[src/rtl/nfc_pkg.sv]
// Shared definitions for the NFC key unlock block.
//   KEY_SEQ  : unlock digit sequence K0..K7 (KEY_SEQ[n] = Kn)
//   WTMK_KEY : digit that arms the watermark path when seen in S7
//   state_e  : FSM state encoding (S0..S7 = next expected digit index)
package nfc_pkg;

  localparam int unsigned KEY_W      = 4;
  localparam int unsigned NUM_DIGITS = 8;

  // K0 sits in the lowest slot so KEY_SEQ[n] is digit Kn.
  localparam logic [NUM_DIGITS-1:0][KEY_W-1:0] KEY_SEQ = {
    4'h4, 4'h4, 4'h0, 4'h5, 4'h9, 4'h5, 4'h0, 4'h5
  };

  localparam logic [KEY_W-1:0] WTMK_KEY = 4'hF;

  // S0..S7 occupy codes 0..7 so the low three bits index KEY_SEQ.
  typedef enum logic [3:0] {
    ST_S0       = 4'd0,
    ST_S1       = 4'd1,
    ST_S2       = 4'd2,
    ST_S3       = 4'd3,
    ST_S4       = 4'd4,
    ST_S5       = 4'd5,
    ST_S6       = 4'd6,
    ST_S7       = 4'd7,
    ST_UNLOCKED = 4'd8,
    ST_LOCKED   = 4'd9
  } state_e;

endpackage

[src/rtl/nfc_key_unlock.sv]
// NFC key unlock: matches an 8-digit key sequence, one digit per clock, and
// enables the NFC core once the full sequence is seen. Mismatches after the
// first digit count as failures; MAX_FAIL failures lock the block until rst.
//
// Optional feature: define WATERMARK_EN to enable the watermark path (a 4'hF
// in place of K7 arms a flag; the next full sequence unlocks with wtmk=1).
//
// Ports:
//   clk      in   rising-edge clock
//   rst      in   synchronous active-high reset
//   KEY      in   key digit, sampled every clock while rst=0
//   unlock   out  registered, 1 = sequence accepted
//   wtmk     out  registered, 1 = unlocked through the watermark path
//   lockout  out  registered, 1 = MAX_FAIL failures reached
//   fail_cnt out  registered count of failed attempts (saturating)
module nfc_key_unlock
  import nfc_pkg::*;
#(
  parameter int unsigned MAX_FAIL = 3
) (
  input  logic                            clk,
  input  logic                            rst,
  input  logic [KEY_W-1:0]                KEY,
  output logic                            unlock,
  output logic                            wtmk,
  output logic                            lockout,
  output logic [$clog2(MAX_FAIL+1)-1:0]   fail_cnt
);

  localparam int unsigned     FCW      = $clog2(MAX_FAIL + 1);
  localparam logic [FCW-1:0]  FAIL_MAX = FCW'(MAX_FAIL);

  state_e         state;
  state_e         state_next;
  logic           in_seq;
  logic           key_match;
  logic           wtmk_take;
  logic           fail_hit;
  logic           lock_hit;
  logic [FCW-1:0] fail_cnt_next;

`ifdef WATERMARK_EN
  logic           wtmk_flag;
`endif

  // Next-state and failure decode for the current sample.
  always_comb begin
    in_seq        = (state != ST_UNLOCKED) && (state != ST_LOCKED);
    key_match     = (KEY == KEY_SEQ[state[2:0]]);
`ifdef WATERMARK_EN
    wtmk_take     = in_seq && (state == ST_S7) && (KEY == WTMK_KEY) && !wtmk_flag;
`else
    wtmk_take     = 1'b0;
`endif
    // A mismatch in S0 just waits for K0; it is not an attempt.
    fail_hit      = in_seq && (state != ST_S0) && !key_match && !wtmk_take;
    fail_cnt_next = (fail_cnt == FAIL_MAX) ? fail_cnt : fail_cnt + FCW'(1);
    lock_hit      = fail_hit && (fail_cnt_next == FAIL_MAX);

    state_next = state;
    if (in_seq) begin
      if (key_match) begin
        state_next = (state == ST_S7) ? ST_UNLOCKED : state_e'(4'(state) + 4'd1);
      end else if (wtmk_take) begin
        state_next = ST_S0;
      end else if (lock_hit) begin
        state_next = ST_LOCKED;
      end else begin
        // The failing digit may itself start a new attempt.
        state_next = (KEY == KEY_SEQ[0]) ? ST_S1 : ST_S0;
      end
    end
  end

  // State, counter and output registers.
  always_ff @(posedge clk) begin
    if (rst) begin
      state    <= ST_S0;
      unlock   <= 1'b0;
      lockout  <= 1'b0;
      fail_cnt <= '0;
`ifdef WATERMARK_EN
      wtmk_flag <= 1'b0;
      wtmk      <= 1'b0;
`endif
    end else begin
      state   <= state_next;
      unlock  <= (state == ST_UNLOCKED);
      lockout <= (state == ST_LOCKED);
      if (fail_hit) begin
        fail_cnt <= fail_cnt_next;
      end
`ifdef WATERMARK_EN
      if (wtmk_take) begin
        wtmk_flag <= 1'b1;
      end else if (fail_hit) begin
        wtmk_flag <= 1'b0;
      end
      wtmk <= (state == ST_UNLOCKED) && wtmk_flag;
`endif
    end
  end

`ifndef WATERMARK_EN
  assign wtmk = 1'b0;
`endif

endmodule

[config.mk]
export PLATFORM = sky130hd
export DESIGN_NAME = nfc_key_unlock
export DESIGN_NICKNAME = d
export VERILOG_FILES = /design/src/rtl/nfc_pkg.sv /design/src/rtl/nfc_key_unlock.sv
export SDC_FILE = /design/constraint.sdc
export NUM_CORES = 1
export LEC_CHECK = 0
export ABC_AREA = 1
export BUFFER_PORTS_ARGS = -buffer_cell sky130_fd_sc_hd__buf_2
export CAP_MARGIN = 20
export CORE_AREA = 8 8 45 47
export DETAILED_ROUTE_END_ITERATION = 8
export DIE_AREA = 0 0 53 55
export GPL_ROUTABILITY_DRIVEN = 1
export PLACE_DENSITY = 0.74
export SYNTH_ARGS = -nofsm -noshare
export SYNTH_HDL_FRONTEND = slang
export SYNTH_SLANG_ARGS = --single-unit
[constraint.sdc]
create_clock -name clk -period 4.6 [get_ports clk]
set_input_delay 0.46 -clock clk [delete_from_list [all_inputs] [get_ports clk]]
set_output_delay 0.46 -clock clk [all_outputs]
set_load 0.03 [all_outputs]
==> metrics <==
M1 WL 524 um; # setup viols final 0; Seq cells post-synth 11; Max Clock Freq 618 MHz; Top-Level Pins 11; hold slack final 404 ps; startpoint types flop; gr ovfl total 0; Worst-path clk slew 70 ps; gr usage total 0.0949; vias in the first global route 497; Area Overhead vs Synth 13.9%; PnR Total Power 0.180 mW; routed via count 549; WL met3 86 um; cts repair resizes 0; critical path arrival 1790 ps; Synth top area share 0.364; clk root buf clkbuf_4; WS Path Type flop to flop; clk_skew 5.39 ps; Clock Latency Late Sink 270 ps; clk buf depth 2; pre-CTS setup slack 2990 ps; worst min-delay path category input port to flop; max-cap violations 0; Post-Syn Instances 90; largest cells by area after synthesis dfxtp_1 36%, nand2_1 16%, inv_1 9.9%; H-tree levels 1; share of cells above drive strength 1 0.225; Nets 112; Starting Density 0.437; Post-Layout Inst Area 688 sq um; area of the multi-input gates 305 sq um; Synth cell types 18; endpoints failing hold 0; fill count 155; CP Capture Type flop; met2 wire len 545 um; total core area 0.00138 sq mm; WL final 1.18 mm; Yosys Warn Count 0; Post-DP Area 662 sq um; RSZ-0062 raised after global routing false; PnR worst setup slack 2980 ps; Die X-Extent 53 um; CTS buffer count 3; P_sw 0.0441 mW; Die H 55 um; Sum Neg Setup Slack 0 ps; fin crit period 1620 ps; Switching Fraction 0.245; initial antenna violation count 0; Comb pwr share 0.094; Vias/cell 4.65; leakage 0.386 nW; drt wl/cell 10.0 um; power per cell area 262 mW/mm^2; initial DRC count 7; DR pass1 iterations 4; sequential power share 0.544; largest net degree at the start of global routing 7; DPL Wire Length 930 um; clock sink count 11; Clock power frac 0.362; commonest non-fill, non-tap cells in the layout 26 x nand2_1, 16 x inv_1, 11 x dfxtp_1; top layer reached by signal wires met4; Post-DRT Antenna Nets 0; final RePlAce weighted congestion 0.815; Max VDD drop 138 uV; most common cell after layout, fill and taps aside nand2_1; Port Buffers 9; Worst Path Required 4770 ps; syn_nets 99; CTS tree yes; DRC 0; Post-Syn Area 604 sq um; FF+latch area 220 sq um; hold-fix buffer count after cts 0; fin crit share 0.352; CP Max Fanout 5; Cell Rows 14; post-synthesis sequential area ratio 0.364; internal power 0.136 mW; die area 0.00292 sq mm; Post-CTS Setup Inserts 0; max-slew violation count 0; status finished clean; Post-Syn Area per Cell 6.71 sq um; cell taking the most area after synthesis dfxtp_1; global-route wire length before repair 1.99 mm; # diodes 0
through the flow:
step           std cells  utilization
2_1_floorplan         90            -
3_3_place_gp         114        0.478
3_5_place_dp         114        0.478
4_1_cts              118        0.497
5_1_grt              118        0.497
6_report             118        0.497
final cells by class:
| cell class | instances | area share |
|---|---|---|
| clock buffer | 4 | 0.0382 |
| inverter | 19 | 0.104 |
| multi-input combinational | 59 | 0.444 |
| sequential | 11 | 0.320 |
| tap | 16 | 0.0291 |
| timing repair buffer | 9 | 0.0655 |
cells in the mapped netlist (all sizes together):
cell	number
a21oi	1
a31oi	2
nand3	6
conb	1
inv	19
dfxtp	11
nand2	28
o21ai	6
ha	3
buf	1
nor2	11
o211ai	1
routing by layer:
metal	GRT usage	vias up
met2	0.141	11
met5	0	-
met3	0.0588	4
met1	0.103	238
met4	0.0517	0
li1	-	296
power groups by stage:
stage / Sequential, mW / Clock (mW) / Combinational (mW)
after CTS: 0.0980 / 0.0680 / 0.0170
after floorplan: 0.101 / 0 / 0.0110
final: 0.0980 / 0.0651 / 0.0169
after global placement: 0.100 / 0 / 0.0163
after global routing: 0.0982 / 0.0744 / 0.0194
after detailed placement: 0.100 / 0 / 0.0168
cell families (layout without fill, tap and decap cells):
group                    count (synthesis)  after routing  share of synthesized area
AO/OA/AOI/OAI                           10             10                      0.116
adder cells (fa/ha/maj)                  3              3                     0.0621
buffers and inverters                   20             32                      0.130
flip-flops                              11             11                      0.364
other                                    1              1                    0.00621
AND/OR/NAND/NOR                         45             45                      0.321
final timing paths:
check              start           to  slack, ps  cells after the start
min                  rst  fail_cnt[1]        400                      2
max reg2reg     state[0]         flop       2980                     10
min reg2reg  fail_cnt[0]  fail_cnt[0]        490                      1
max             state[0]         flop       2980                     10
critical path, stage by stage (launching register included):
cell and delay (ps):
dfxtp_1 410, inv_1 80, ha_1 260, o21ai_4 220
inv_2 60, nor2_2 130, nand2_1 70, o21ai_2 80
nand2_1 100, nand2_1 80, nand2_1 40
No activity file was read; power rests on OpenSTA's default activity.
